[src/rtl/gst_dmasnd_engine.sv]
// rtl/gst_dmasnd_engine.sv - DMA sound playback engine: fetch FIFO, rate divider, format unpack
//
// Buffers 16-bit words delivered by the sound DMA (SLOAD_N strobes) in a FIFO
// and plays them out as offset-binary left/right samples at 6.25/12.5/25/50 kHz
// in stereo-8, mono-8 or stereo-16 format.
//
// Optional feature macro: DMASND_UNDERRUN_EN adds the sticky underrun output.
//
// Ports:
//   clk32          in   system clock (32 MHz)
//   resb           in   asynchronous active-low reset
//   sndmode[3:0]   in   [1:0] rate 00=6.25k 01=12.5k 10=25k 11=50k,
//                       [3:2] format 00=stereo8 01=mono8 10=stereo16 11=stereo8
//   flush          in   synchronous FIFO clear
//   SLOAD_N        in   DMA load strobe, falling edge marks MDIN valid
//   MDIN[15:0]     in   RAM data bus
//   SREQ           out  DMA request, FIFO has room for another fetch
//   audio_left     out  left sample, offset binary, OUT_W bits
//   audio_right    out  right sample, offset binary, OUT_W bits
//   sample_strobe  out  one-cycle pulse when audio outputs update
//   fifo_level     out  FIFO word count 0..DEPTH
//   underrun       out  sticky starvation flag (DMASND_UNDERRUN_EN only)

module gst_dmasnd_engine #(
  parameter int FIFO_ADDR_BITS = 3,
  parameter int CLK_DIV        = 640,
  parameter int OUT_W          = 8
) (
  input  logic                      clk32,
  input  logic                      resb,
  input  logic [3:0]                sndmode,
  input  logic                      flush,
  input  logic                      SLOAD_N,
  input  logic [15:0]               MDIN,
`ifdef DMASND_UNDERRUN_EN
  output logic                      underrun,
`endif
  output logic                      SREQ,
  output logic [OUT_W-1:0]          audio_left,
  output logic [OUT_W-1:0]          audio_right,
  output logic                      sample_strobe,
  output logic [FIFO_ADDR_BITS:0]   fifo_level
);

  localparam int AW    = FIFO_ADDR_BITS;
  localparam int CW    = FIFO_ADDR_BITS + 1;
  localparam int DEPTH = 1 << FIFO_ADDR_BITS;

  // Base tick divider and rate prescaler
  logic [9:0]       cnt_q, cnt_d;
  logic [2:0]       presc_q, presc_d;
  logic             aclk_en_q, aclk_en_d;
  logic             tick;
  logic             rate_ok;

  // Write path
  logic             sload_q, sload_d;
  logic             wr_req, wr_ok, full;

  // FIFO state
  logic [15:0]      fifo_mem [DEPTH];
  logic [AW-1:0]    wp_q, wp_d;
  logic [AW-1:0]    rp_q, rp_d;
  logic [AW-1:0]    rp_nxt;
  logic [CW-1:0]    count_q, count_d;
  logic             bytesel_q, bytesel_d;
  logic [15:0]      word0, word1;

  // Read / output
  logic             have_data;
  logic             do_read;
  logic [1:0]       npop_fmt;
  logic [1:0]       npop;
  logic [7:0]       mono_byte;
  logic [15:0]      samp_l16, samp_r16;
  logic [OUT_W-1:0] left_q, left_d;
  logic [OUT_W-1:0] right_q, right_d;
  logic             strobe_q, strobe_d;
  // Low sample bits are discarded when OUT_W < 16
  logic             unused_lsbs;

`ifdef DMASND_UNDERRUN_EN
  logic             underrun_q, underrun_d;
`endif

  // Base tick and aclk_en generation
  always_comb begin
    tick    = (cnt_q == 10'(CLK_DIV - 1));
    cnt_d   = tick ? 10'd0 : cnt_q + 10'd1;
    presc_d = presc_q + {2'b00, tick};
    // Slower rates take every 2nd/4th/8th tick, keyed on the prescaler
    // value seen at the tick.
    case (sndmode[1:0])
      2'b11:   rate_ok = 1'b1;
      2'b10:   rate_ok = ~presc_q[0];
      2'b01:   rate_ok = (presc_q[1:0] == 2'b00);
      default: rate_ok = (presc_q == 3'b000);
    endcase
    aclk_en_d = tick & rate_ok;
  end

  // Write qualification; fullness is judged before any pop this cycle
  always_comb begin
    sload_d = SLOAD_N;
    wr_req  = sload_q & ~SLOAD_N;
    full    = (count_q == CW'(DEPTH));
    wr_ok   = wr_req & ~full;
  end

  always_ff @(posedge clk32) begin
    if (wr_ok && !flush) begin
      fifo_mem[wp_q] <= MDIN;
    end
  end

  // Format unpack and FIFO pointer update
  always_comb begin
    rp_nxt    = rp_q + AW'(1);
    word0     = fifo_mem[rp_q];
    word1     = fifo_mem[rp_nxt];
    have_data = 1'b0;
    npop_fmt  = 2'd0;
    mono_byte = bytesel_q ? word0[7:0] : word0[15:8];
    samp_l16  = 16'h0000;
    samp_r16  = 16'h0000;

    case (sndmode[3:2])
      2'b10: begin
        have_data = (count_q >= CW'(2));
        samp_l16  = word0 ^ 16'h8000;
        samp_r16  = word1 ^ 16'h8000;
        npop_fmt  = 2'd2;
      end
      2'b01: begin
        have_data = (count_q != '0);
        samp_l16  = {mono_byte ^ 8'h80, 8'h00};
        samp_r16  = {mono_byte ^ 8'h80, 8'h00};
        // The word is only released after its low byte has played
        npop_fmt  = bytesel_q ? 2'd1 : 2'd0;
      end
      default: begin
        have_data = (count_q != '0);
        samp_l16  = {word0[15:8] ^ 8'h80, 8'h00};
        samp_r16  = {word0[7:0]  ^ 8'h80, 8'h00};
        npop_fmt  = 2'd1;
      end
    endcase

    do_read     = aclk_en_q & have_data;
    npop        = do_read ? npop_fmt : 2'd0;
    unused_lsbs = ^{samp_l16, samp_r16};

    left_d    = left_q;
    right_d   = right_q;
    strobe_d  = do_read;
    bytesel_d = bytesel_q;
    if (do_read) begin
      left_d  = samp_l16[15 -: OUT_W];
      right_d = samp_r16[15 -: OUT_W];
      if (sndmode[3:2] == 2'b01) begin
        bytesel_d = ~bytesel_q;
      end
    end

    rp_d    = rp_q + AW'(npop);
    wp_d    = wr_ok ? wp_q + AW'(1) : wp_q;
    count_d = count_q + CW'(wr_ok) - CW'(npop);

    // flush discards everything in flight but leaves the outputs alone
    if (flush) begin
      rp_d      = '0;
      wp_d      = '0;
      count_d   = '0;
      bytesel_d = 1'b0;
    end
  end

`ifdef DMASND_UNDERRUN_EN
  always_comb begin
    underrun_d = underrun_q | (aclk_en_q & ~have_data);
    if (flush) begin
      underrun_d = 1'b0;
    end
  end
`endif

  always_ff @(posedge clk32 or negedge resb) begin
    if (!resb) begin
      cnt_q      <= '0;
      presc_q    <= '0;
      aclk_en_q  <= 1'b0;
      sload_q    <= 1'b1;
      wp_q       <= '0;
      rp_q       <= '0;
      count_q    <= '0;
      bytesel_q  <= 1'b0;
      left_q     <= {1'b1, {(OUT_W-1){1'b0}}};
      right_q    <= {1'b1, {(OUT_W-1){1'b0}}};
      strobe_q   <= 1'b0;
`ifdef DMASND_UNDERRUN_EN
      underrun_q <= 1'b0;
`endif
    end else begin
      cnt_q      <= cnt_d;
      presc_q    <= presc_d;
      aclk_en_q  <= aclk_en_d;
      sload_q    <= sload_d;
      wp_q       <= wp_d;
      rp_q       <= rp_d;
      count_q    <= count_d;
      bytesel_q  <= bytesel_d;
      left_q     <= left_d;
      right_q    <= right_d;
      strobe_q   <= strobe_d;
`ifdef DMASND_UNDERRUN_EN
      underrun_q <= underrun_d;
`endif
    end
  end

  // One slot is held back for a fetch that may already be in flight
  assign SREQ          = (count_q < CW'(DEPTH - 1));
  assign audio_left    = left_q;
  assign audio_right   = right_q;
  assign sample_strobe = strobe_q;
  assign fifo_level    = count_q;
`ifdef DMASND_UNDERRUN_EN
  assign underrun      = underrun_q;
`endif

endmodule
[config.mk]
export PLATFORM = sky130hd
export DESIGN_NAME = gst_dmasnd_engine
export DESIGN_NICKNAME = d
export VERILOG_FILES = /design/src/rtl/gst_dmasnd_engine.sv
export SDC_FILE = /design/constraint.sdc
export NUM_CORES = 1
export LEC_CHECK = 0
export CORE_UTILIZATION = 35
export CTS_CLUSTER_SIZE = 24
export DETAILED_ROUTE_END_ITERATION = 8
export GPL_TIMING_DRIVEN = 0
export HOLD_SLACK_MARGIN = 0.02
export SLEW_MARGIN = 20
export SYNTH_ARGS = -nofsm -noshare
export SYNTH_HDL_FRONTEND = slang
export SYNTH_SLANG_ARGS = --single-unit
[constraint.sdc]
create_clock -name clk32 -period 3.2 [get_ports clk32]
set_input_delay 0.32 -clock clk32 [delete_from_list [all_inputs] [get_ports clk32]]
set_output_delay 0.32 -clock clk32 [all_outputs]
set_load 0.02 [all_outputs]
After elaboration in Yosys (flattened, before gate mapping)
Memories as Yosys holds them, arrays and structs flattened.
Cells that the tools add are included.
{"block": "classes", "n_addsub": 7, "n_lt_le_gt_ge": 2, "eq_ne": 7, "n_mux": 18, "n_bitwise": 12, "n_reduce_logical": 9}
{"cell": "case mux 16 bit (2 select lines)", "n": 2}
{"cell": "adder 10 x 1 -> 10 bit, second input constant", "n": 1}
{"cell": "== test 10 bit, second input constant", "n": 1}
{"cell": "2-to-1 mux 10 bit", "n": 1}
{"cell": "2-to-1 mux 3 bit", "n": 3}
{"cell": "2-to-1 mux 8 bit", "n": 1}
{"cell": "NOT 1 bit", "n": 8}
{"cell": "2-to-1 mux 1 bit", "n": 7}
{"cell": "adder 3 x 1 -> 3 bit, second input constant", "n": 2}
{"cell": "== test 2 bit, second input constant", "n": 3}
{"cell": "nonzero test 2 bit", "n": 3}
{"cell": "adder 4 x 1 -> 4 bit", "n": 1}
{"cell": "bitwise AND 1 bit", "n": 4}
{"cell": "== test 2 x 1 -> 1 bit, second input constant", "n": 2}
{"cell": "== test 4 bit, second input constant", "n": 1}
{"cell": "greater-or-equal comparator 4 x 2 -> 1 bit, second input constant", "n": 1}
{"cell": "< comparator 4 x 3 -> 1 bit, second input constant", "n": 1}
{"cell": "2-to-1 mux 4 bit", "n": 1}
{"cell": "case mux 2 bit (2 select lines)", "n": 1}
{"cell": "nonzero test 4 bit", "n": 1}
{"cell": "subtractor 4 x 2 -> 4 bit", "n": 1}
{"cell": "adder 3 x 1 -> 3 bit", "n": 1}
{"cell": "adder 3 x 2 -> 3 bit", "n": 1}
{"cell": "zero test 3 bit", "n": 1}
{"cell": "other kinds (6)", "n": 6}
{"block": "word_totals", "regBits": 43, "mem_bits_rw": 128, "input_bits": 24, "out_inout_bits": 22, "wordCells": 67, "mem_count": 1}
{"memory": "fifo_mem", "words": 8, "width": 16, "read_ports": 2, "rd_ports_with_merged_regs": 0, "write_ports": 1, "line": "61", "text": "logic [15:0] fifo_mem [DEPTH];"}

Logic depth before layout (Yosys ltp)
Gate-level depths: netlist of run 1.
{"block": "depth", "depth_word": 6, "ltp_mapped": 13, "depth_no_buf": 12}

Least setup slack after synthesis of run 1
OpenSTA, ideal clock, no wires.
{"block": "synth_timing", "kind": "register to register", "from": "reg count_q[2] (netlist: fifo_level[2])", "to": "mem fifo_mem[0][0] (enable)", "setup_time_ns": 0.409, "t_arrival_ns": 2.541, "required_time_ns": 2.791, "path_slack_ns": 0.250, "path_stages_with_launch": 7, "path_buffers": 0, "synth_period_minus_slack_ns": 2.950, "path_cell_list": "dfrtp_1 inv_1 ha_1 inv_1 o311ai_1 or3_1 nor3_1"}
{"block": "synth_between", "elab_chain_cells": 6}
{"item": "start, declared", "line": "65", "text": "logic [CW-1:0] count_q, count_d;"}
{"item": "start signal, assigned", "line": "210", "text": "count_q <= count_d;"}
{"item": "== test 4 bit", "line": "106", "text": "full = (count_q == CW'(DEPTH));"}
{"item": "NOT 1 bit", "line": "107", "text": "wr_ok = wr_req & ~full;"}
{"item": "bitwise AND 1 bit", "line": "107"}
{"item": "logical AND 1 bit", "line": "111", "text": "if (wr_ok && !flush) begin"}
{"item": "2-to-1 mux 1 bit", "line": "111"}
{"item": "2-to-1 mux 1 bit (implied by the code)", "line": "112", "text": "fifo_mem[wp_q] <= MDIN;"}
{"item": "end, declared", "line": "61"}
Every way passes these cells.

Worst setup path in the final report of run 1
{"block": "layout_timing", "from": "in sndmode[2]", "to": "reg count_q[1] (netlist: fifo_level[1])"}
{"block": "layout_between", "elab_chain_cells": 6, "word_cells_on_any_way": 8, "cone_classes": "1 x add/sub; 2 x eq/ne; 4 x mux; 1 x bitwise"}
{"item": "start, declared", "line": "31", "text": "input logic [3:0] sndmode,"}
{"item": "== test 2 bit", "line": "127", "text": "case (sndmode[3:2])"}
{"item": "2-to-1 mux 1 bit"}
{"item": "bitwise AND 1 bit", "line": "149", "text": "do_read = aclk_en_q & have_data;"}
{"item": "2-to-1 mux 2 bit *", "line": "150", "text": "npop = do_read ? npop_fmt : 2'd0;"}
{"item": "subtractor 4 x 2 -> 4 bit *", "line": "167", "text": "count_d = count_q + CW'(wr_ok) - CW'(npop);"}
{"item": "2-to-1 mux 4 bit *", "line": "170", "text": "if (flush) begin"}
{"item": "net count_d[1]", "line": "65"}
Mark *: on every way through the listed nets, which the timed path passes. The rest lies on a longest branch.
A chain may end at the register's enable or synchronous reset.

==> results of run 1 <==
what timing repair did:
| item | in CTS | in global routing |
|---|---|---|
| hold buffers | 1 | 0 |
| hold endpoints to repair | 14 | 0 |
| setup endpoints to repair | 0 | 1 |
critical path: cells and delay by family:
kind / cells / cell delay, ps
adder cells (fa/ha/maj): 4 / 1150
buffers and inverters: 4 / 840
AND/OR/NAND/NOR: 3 / 720
AO/OA/AOI/OAI: 1 / 110
state kept, by name, indices dropped and copies added, names as in the netlist, 3 cells and up:
name         flops
fifo_level       4
cnt_q           10
audio_left       8
audio_right      8
rp_q             3
fifo_mem       128
wp_q             3
presc_q          3
worst max path at each step:
stage / cells past startpoint / startpoint / end
floorplan: 6 / fifo_level[2] / fifo_mem[0][0]
global placement: 5 / SLOAD_N / fifo_mem[0][1]
detailed placement: 14 / sndmode[2] / fifo_level[3]
CTS: 14 / sndmode[2] / fifo_level[3]
global route: 12 / fifo_level[2] / fifo_level[2]
finish: 12 / sndmode[2] / fifo_level[1]
cells in the mapped netlist, drive strengths merged (11+ instances only):
cell type	n	area, um2
edfxtp	128	3840
mux2i	61	611
nor2	43	164
dfrtp	40	1000
nand2	32	120
buf	19	188
nor2b	18	113
a31oi	16	100
ha	16	200
inv	15	56.3
nand3	13	65.1
o21ai	12	63.8
mux4	11	267
stage by stage:
step | cell area, um2 | total power (W) | setup TNS [ps] | setup WS [ps]
detailed placement | 8830 | 0.00277 | -518 | -285
global placement | 8710 | 0.00275 | -50850 | -1260
finish | 9480 | 0.00497 | 0 | 355
floorplan | 7910 | 0.00263 | 0 | 250
global route | 9480 | 0.00512 | 0 | 102
CTS | 9480 | 0.00500 | 0 | 170
layout by cell type (no fill, tap or decap), types with 8 or more instances in the layout:
cell	netlist	layout
dfrtp_1	40	40
nor2_1	42	36
xor2_1	8	8
a22oi_1	8	8
clkbuf_1	7	8
nand3_1	13	13
o22ai_1	8	8
mux2_2	9	9
a22o_1	8	8
clkbuf_16	0	17
buf_6	6	10
clkdlybuf4s50_1	0	44
a31oi_1	16	16
nor2b_1	18	18
nand2_1	32	32
ha_1	16	16
mux2i_1	61	61
inv_1	15	15
edfxtp_1	128	128
o21ai_0	9	9
per-layer routing:
layer  up-vias  track usage [%]  part of all wire [%]
li1       2257                -                     -
met1      2528             22.8                    45
met2       183             28.0                    48
met3        25             3.75                   5.5
met4         0             7.09                   2.0
met5         -                0                     0
cell families after synthesis:
family          synth area share, %
flops                          62.3
simple gates                   9.03
compound gates                 7.83
mux                            12.4
buf+inv                        3.46
fa+ha+maj                      3.04
xor+xnor                       2.01
where the power goes:
group / total [W] / internal (W) / leakage [nW] / switching [W]
combinational: 0.000285 / 0.000123 / 1.28 / 0.000162
sequential: 0.00244 / 0.00242 / 1.72 / 0.0000218
clock: 0.00225 / 0.00133 / 0.305 / 0.000912
final cells by class:
| cell class | instances | area [um2] | share of cell area [%] |
|---|---|---|---|
| Timing Repair Buffer | 53 | 536 | 5.65 |
| Inverter | 16 | 60.1 | 0.634 |
| Clock inverter | 13 | 204 | 2.15 |
| Clock buffer | 19 | 433 | 4.57 |
| Multi-Input combinational cell | 342 | 2760 | 29.1 |
| Buffer | 25 | 210 | 2.22 |
| Sequential cell | 171 | 4920 | 51.9 |
| Tap cell | 280 | 350 | 3.70 |
==> metrics.csv, run 1 <==
metric,value,unit
status,"finished, violations left",
failing checks,DRC,
Max VDD drop,0.403,mV
die area,0.0232,mm2
fraction of layout cells with a size suffix above 1,14.2,%
Die H,152,um
Detail Route Antenna Nets,0,
cell-by-cell trace of the critical path,clkdlybuf4s50_1 -> inv_1 -> ha_1 -> nor2b_1 -> o21ai_1 -> clkbuf_1 -> nor3_1 -> ha_1 -> inv_1 -> ha_1 -> fa_1 -> nor2b_1,
Post-CTS Setup Repair Bufs,0,
most frequent CP cell,ha_1,
crit end category,flip-flop,
Synth Warn #,0,
Final #Nets,668,
WHS,337,ps
Netlist cell types,60,
Peak Freq,352,MHz
min cycle time layout,2840,ps
Util after Layout,43.2,%
"Net Count, Synth",597,
Synth Register Bits,171,
Pleak,3.30,nW
worst-path fanout max,10,
Mapped Avg Cell Area,14.3,um2
GPL Wtd Cong,0.847,
Via density,5.43,
Power per Cell Area,525,mW/mm2
DR WL/cell,20.9,um
worst-case clock buffer depth,2,
CTS Buf Count,17,
CTS root buf,clkbuf_16,
post-DP HPWL,13300,um
global-route wire length before repair,29800,um
Ports,46,
TritonCTS clock tree,done,
area growth from synthesis to layout,19.8,%
Final Hold Viols,0,
Port Buf Inserts,45,
H-tree depth,4,
DRC viols,8,
crit path kind,primary input to flip-flop,
Worst Tran Pin Value,823,ps
clock latency on the worst-skew pair,430,ps
drt first-iter violations,519,
Mapped Cells,555,
ys flop type,edfxtp_1,
reg-to-reg endpoint,fifo_level[2],
Detailed Routing Iterations Pass 1,7,
worst r2r src,fifo_level[2],
HP Class,primary input to asynchronous set/reset pin,
final worst-path cycle share,88.9,%
non-filler instance count after layout,919,
Setup Skew,11.4,ps
Reg2Reg Depth,12,
initial core utilization,36.0,%
core area,0.0220,mm2
slowest cell on the critical path,clkdlybuf4s50_1,
Filler cells,1944,
RSZ-0062 raised after global routing,false,
crit path DAT,3140,ps
crit path launch type,primary input,
Final Max Slew Viols,0,
count of final setup violators,0,
Slew Limit Headroom,44.3,%
critical path's largest stage delay,480,ps
Critical Path RT,3500,ps
Via Count,4993,
# rows,54,
final wirelength,19200,um
Clock transition at path regs,70,ps
die width,152,um
synthesized cell area,0.00791,mm2
antenna cells,0,
clock sink total,171,
initial antenna violation count,0,
Reg2Reg Setup Slack,360,ps
GRT Residual Overflow,0,
Tot GR Track Use,17.4,%
vias in the first global route,5072,
CTS resizes,0,
Post-synth EDFFs,128,
Max-Cap Viols,0,
placed cells,887,
"FFs w/ async S/R, synth",25.1,%
largest net degree at the start of global routing,29,
"Seq/Total Area, Yosys",62.3,%
(Power assumes the default switching activity.)
==> run 2: changes to the inputs <==
--- a/config.mk
+++ b/config.mk
@@ -5,6 +5,7 @@
 export SDC_FILE = /design/constraint.sdc
 export NUM_CORES = 1
 export LEC_CHECK = 0
+export CAP_MARGIN = 20
 export CORE_UTILIZATION = 35
 export CTS_CLUSTER_SIZE = 24
 export DETAILED_ROUTE_END_ITERATION = 8
==> metrics.csv, run 2 (synthesized netlist as in run 1, its figures left out) <==
metric,value,unit,change
Tot GR Track Use,17.3,%,was 17.4%
worst r2r src,fifo_level[2],,unchanged
placed cells,887,,unchanged
Detail Route Antenna Nets,0,,unchanged
Max-Cap Viols,0,,unchanged
CTS root buf,clkbuf_16,,unchanged
global-route wire length before repair,29600,um,"was 29,800 um"
Ports,46,,unchanged
min cycle time layout,2880,ps,was 2840 ps
# rows,54,,unchanged
core area,0.0220,mm2,unchanged
Biggest register,fifo_mem,,unchanged
Final #Nets,668,,unchanged
Setup Skew,9.27,ps,was 11.4 ps
biggest regs,"fifo_mem: 128 flops, cnt_q: 10 flops",,unchanged
Worst Tran Pin Value,833,ps,was 823 ps
Port Buf Inserts,45,,unchanged
H-tree depth,4,,unchanged
Pleak,3.31,nW,was 3.30 nW
worst-case clock buffer depth,2,,unchanged
fraction of layout cells with a size suffix above 1,14.2,%,unchanged
crit path DAT,3030,ps,was 3140 ps
RSZ-0062 raised after global routing,false,,unchanged
Max VDD drop,0.390,mV,was 0.403 mV
antenna cells,0,,unchanged
slowest cell on the critical path,nor3_2,,was clkdlybuf4s50_1
Clock transition at path regs,70,ps,about the same
clock latency on the worst-skew pair,430,ps,about the same
HP Start,SLOAD_N,,
GPL Wtd Cong,0.847,,unchanged
TritonCTS clock tree,done,,unchanged
die width,152,um,unchanged
most frequent cells in the layout,"edfxtp_1, mux2i_1, clkdlybuf4s50_1",,unchanged
Post-CTS Setup Repair Bufs,0,,unchanged
Reg2Reg Depth,8,,was 12
Via density,5.45,,was 5.43
most frequent CP cell,inv_1,,was ha_1
max reg flops,128,,unchanged
clock sink total,171,,unchanged
Critical Path RT,3340,ps,was 3500 ps
Final Hold Viols,0,,unchanged
Power per Cell Area,525,mW/mm2,about the same
crit end category,flip-flop,,unchanged
status,"finished, violations left",,unchanged
Peak Freq,347,MHz,was 352 MHz
Tot Pwr,0.00497,W,about the same
Detailed Routing Iterations Pass 1,7,,unchanged
final worst-path cycle share,90.1,%,was 88.9%
failing checks,DRC,,unchanged
WHS,333,ps,was 337 ps
area growth from synthesis to layout,19.8,%,about the same
DRC viols,8,,unchanged
Die H,152,um,unchanged
worst-path fanout max,7,,was 10
post-DP HPWL,13300,um,about the same
HP Class,primary input to flip-flop,,was primary input to asynchronous set/reset pin
CTS Buf Count,17,,unchanged
crit path launch type,flip-flop,,was primary input
Util after Layout,43.2,%,about the same
largest net degree at the start of global routing,29,,unchanged
count of final setup violators,0,,unchanged
"commonest non-fill, non-tap cell in the layout",edfxtp_1,,unchanged
Slew Limit Headroom,43.6,%,was 44.3%
die area,0.0232,mm2,unchanged
GRT Residual Overflow,0,,unchanged
reg-to-reg endpoint,fifo_mem[0][5],,was fifo_level[2]
DR WL/cell,21.0,um,was 20.9 um
cell-by-cell trace of the critical path,inv_1 -> ha_1 -> inv_1 -> o311ai_1 -> or3_1 -> nor3_2 -> buf_4 -> buf_6,,was clkdlybuf4s50_1 -> inv_1 -> ha_1 -> nor2b_1 -> o21ai_1 -> clkbuf_1 -> nor3_1 -> ha_1 -> inv_1 -> ha_1 -> fa_1 -> nor2b_1
Worst Setup SP,fifo_level[2],,was sndmode[2]
worst setup path endpoint,fifo_mem[0][5],,was fifo_level[1]
final wirelength,19300,um,"was 19,200 um"
initial core utilization,36.0,%,unchanged
drt first-iter violations,426,,was 519
non-filler instance count after layout,919,,unchanged
Final Max Slew Viols,0,,unchanged
Via Count,5010,,"was 4,993"
vias in the first global route,5046,,"was 5,072"
Reg2Reg Setup Slack,320,ps,was 360 ps
initial antenna violation count,0,,unchanged
critical path's largest stage delay,620,ps,was 480 ps
crit path kind,flip-flop to flip-flop,,was primary input to flip-flop
run 2: cell count changes in the layout (fill, tap and decap cells not counted), sizes merged:
cell / delta
inv: +1
clkinvlp: -1
run 2: worst min path at each step:
stage | to | slack, ps | depth (start not counted)
global route | sload_q | 330 | 1
finish | sload_q | 330 | 1
floorplan | aclk_en_q | 20 | 0
CTS | sload_q | 330 | 1
detailed placement | cnt_q[3] | 260 | 1
global placement | presc_q[2] | 460 | 1
run 2: routing by layer:
metal	vias up	global-route usage [%]	wire length, um
met5	-	0	0
met4	0	7.29	417
met3	29	3.44	1000
met2	162	28.0	9220
met1	2557	22.7	8660
li1	2262	-	-
run 2: where the power goes:
group	switching (W)	internal, W	leakage [nW]
clock network	0.000913	0.00133	0.308
logic	0.000162	0.000123	1.28
registers	0.0000216	0.00242	1.72
run 2: stage by stage:
| step | worst slack, ps | area, um2 | TNS, ps |
|---|---|---|---|
| floorplan | 250 | 7910 | 0 |
| global placement | -1260 | 8710 | -50850 |
| detailed placement | -283 | 8830 | -501 |
| CTS | 168 | 9480 | 0 |
| global route | 80.8 | 9480 | 0 |
| finish | 317 | 9480 | 0 |
run 2: layout make-up:
cell class | count | area (um2)
Timing Repair Buffer | 53 | 536
Sequential cell | 171 | 4920
Inverter | 16 | 60.1
Multi-Input combinational cell | 342 | 2760
Tap cell | 280 | 350
Clock buffer | 19 | 433
Fill cell | 1932 | 12500
Clock inverter | 13 | 203
Buffer | 25 | 210
run 2: timing repair:
| action | CTS | global route |
|---|---|---|
| endpoints found under the setup margin | 0 | 1 |
| hold endpoints to repair | 14 | 0 |
| gates resized for setup | 0 | 0 |
| hold buffers | 1 | 0 |
run 2: worst max-delay path, delay by kind of cell, from the launching register on:
kind            cells  cell delay [ps]
buf+inv             4              630
flops               1              380
fa+ha+maj           1              200
simple gates        2             1160
compound gates      1              210
==> run 3: changes to the inputs <==
--- a/config.mk
+++ b/config.mk
@@ -11,7 +11,6 @@
 export DETAILED_ROUTE_END_ITERATION = 8
 export GPL_TIMING_DRIVEN = 0
 export HOLD_SLACK_MARGIN = 0.02
-export SLEW_MARGIN = 20
 export SYNTH_ARGS = -nofsm -noshare
 export SYNTH_HDL_FRONTEND = slang
 export SYNTH_SLANG_ARGS = --single-unit
==> metrics.csv, run 3 (synthesized netlist as in run 1, its figures left out) <==
metric,value,unit,change
antenna cells,0,,unchanged
Worst Tran Pin Value,995,ps,was 833 ps
initial antenna violation count,0,,unchanged
Clock transition at path regs,70,ps,about the same
min cycle time layout,2830,ps,was 2880 ps
final wirelength,19500,um,"was 19,300 um"
initial core utilization,36.0,%,unchanged
crit path launch type,flip-flop,,unchanged
GPL Wtd Cong,0.847,,unchanged
Pleak,3.32,nW,was 3.31 nW
cell-by-cell trace of the critical path,inv_1 -> ha_1 -> nand2b_1 -> o21ai_1 -> clkbuf_1 -> nor3_1 -> ha_1 -> inv_1 -> ha_1 -> fa_1 -> xnor2_1 -> nor2_1,,was inv_1 -> ha_1 -> inv_1 -> o311ai_1 -> or3_1 -> nor3_2 -> buf_4 -> buf_6
die width,152,um,unchanged
Max VDD drop,0.263,mV,was 0.390 mV
non-filler instance count after layout,921,,was 919
Critical Path RT,3490,ps,was 3340 ps
slowest cell on the critical path,dfrtp_1,,was nor3_2
critical path's largest stage delay,400,ps,was 620 ps
placed cells,890,,was 887
most frequent CP cell,ha_1,,was inv_1
Final #Nets,671,,was 668
most frequent cells in the layout,"edfxtp_1, mux2i_1, clkdlybuf4s50_1",,unchanged
final worst-path cycle share,88.4,%,was 90.1%
crit end category,flip-flop,,unchanged
CTS Buf Count,17,,unchanged
Max-Cap Viols,0,,unchanged
largest net degree at the start of global routing,29,,unchanged
final worst-path setup slack,372,ps,was 317 ps
Peak Freq,354,MHz,was 347 MHz
Port Buf Inserts,45,,unchanged
Ports,46,,unchanged
pre-CTS setup slack,-269,ps,was -283 ps
crit path DAT,3120,ps,was 3030 ps
worst-path fanout max,10,,was 7
"commonest non-fill, non-tap cell in the layout",edfxtp_1,,unchanged
area growth from synthesis to layout,20.4,%,was 19.8%
core area,0.0220,mm2,unchanged
Via Count,4997,,"was 5,010"
crit path kind,flip-flop to flip-flop,,unchanged
clock latency on the worst-skew pair,430,ps,about the same
Power per Cell Area,502,mW/mm2,was 525 mW/mm2
clock sink total,171,,unchanged
status,"finished, violations left",,unchanged
Slew Limit Headroom,33.3,%,was 43.6%
Setup Skew,10.2,ps,was 9.27 ps
CTS resizes,0,,unchanged
RSZ-0062 raised after global routing,false,,unchanged
H-tree depth,4,,unchanged
Die H,152,um,unchanged
fraction of layout cells with a size suffix above 1,14.7,%,was 14.2%
# rows,54,,unchanged
TritonCTS clock tree,done,,unchanged
Detail Route Antenna Nets,0,,unchanged
WHS,340,ps,was 333 ps
CTS root buf,clkbuf_16,,unchanged
global-route wire length before repair,30200,um,"was 29,600 um"
vias in the first global route,5065,,"was 5,046"
post-DP HPWL,13900,um,"was 13,300 um"
Final Max Slew Viols,0,,unchanged
biggest regs,"fifo_mem: 128 flops, cnt_q: 10 flops",,unchanged
family with the most delay on the worst path,adder cells,,was simple AND/OR/NAND/NOR gates
count of final setup violators,0,,unchanged
DR WL/cell,21.2,um,was 21.0 um
die area,0.0232,mm2,unchanged
Biggest register,fifo_mem,,unchanged
max reg flops,128,,unchanged
drt first-iter violations,563,,was 426
CP bufs+invs,3,,was 4
Detailed Routing Iterations Pass 1,9,,was 7
GRT Residual Overflow,0,,unchanged
DRC viols,8,,unchanged
Tot GR Track Use,17.6,%,was 17.3%
worst-case clock buffer depth,2,,unchanged
Post-CTS Setup Repair Bufs,0,,unchanged
Via density,5.43,,was 5.45
Total Neg Setup Slack,0,ps,unchanged
failing checks,DRC,,unchanged
HP Class,primary input to asynchronous set/reset pin,,was primary input to flip-flop
Final Hold Viols,0,,unchanged
run 3: changes by cell type in the layout (fill, tap and decap cells not counted), moves of 2 or more:
cell,change
buf_4,-2
nor2_2,+5
buf_16,+5
nor2_4,-5
bufinv_16,-2
clkbuf_1,-2
run 3: timing repair:
item / 4_1_cts / 5_1_grt
hold buffers: 1 / 0
endpoints found under the hold margin: 14 / 0
endpoints found under the setup margin: 0 / 1
run 3: layout make-up:
class,instances,area [um2]
fill,1947,12400
timing repair buffer,56,662
clock buffer,17,425
tap,280,350
multi-input combinational,342,2740
sequential,171,4920
inverter,16,60.1
clock inverter,14,156
buffer,25,210
run 3: per-layer routing:
layer	GRT usage [%]	part of all wire (%)
met1	23.4	44
met2	28.7	48
met3	3.24	6.1
met4	6.85	2.0
met5	0	0
run 3: path summary, 6_finish.rpt:
| path | startpoint | end | slack [ps] | cells past startpoint |
|---|---|---|---|---|
| worst max-delay path | fifo_level[2] | fifo_level[2] | 370 | 12 |
| min in group clk32 | SLOAD_N | sload_q | 340 | 1 |
| max in group asynchronous | resb | audio_right[7] | 2300 | 3 |
| worst min register to register | presc_q[2] | presc_q[2] | 460 | 1 |
| worst min-delay path | resb | cnt_q[0] | 340 | 2 |
| worst max register to register | fifo_level[2] | fifo_level[2] | 370 | 12 |
run 3: per-stage QoR:
| stage | area [um2] | total power [W] | utilization [%] |
|---|---|---|---|
| final | 9520 | 0.00478 | 43.4 |
| after global routing | 9520 | 0.00492 | 43.4 |
| after CTS | 9530 | 0.00481 | 43.4 |
| after detailed placement | 8940 | 0.00277 | 40.7 |
| after global placement | 8710 | 0.00275 | 39.7 |
| after floorplan | 7910 | 0.00263 | - |
run 3: report_power, final:
| group | internal, W | leakage [nW] | switching, W |
|---|---|---|---|
| clock | 0.00116 | 0.281 | 0.000887 |
| combinational | 0.000124 | 1.32 | 0.000161 |
| sequential | 0.00242 | 1.72 | 0.0000213 |
| total | 0.00371 | 3.32 | 0.00107 |
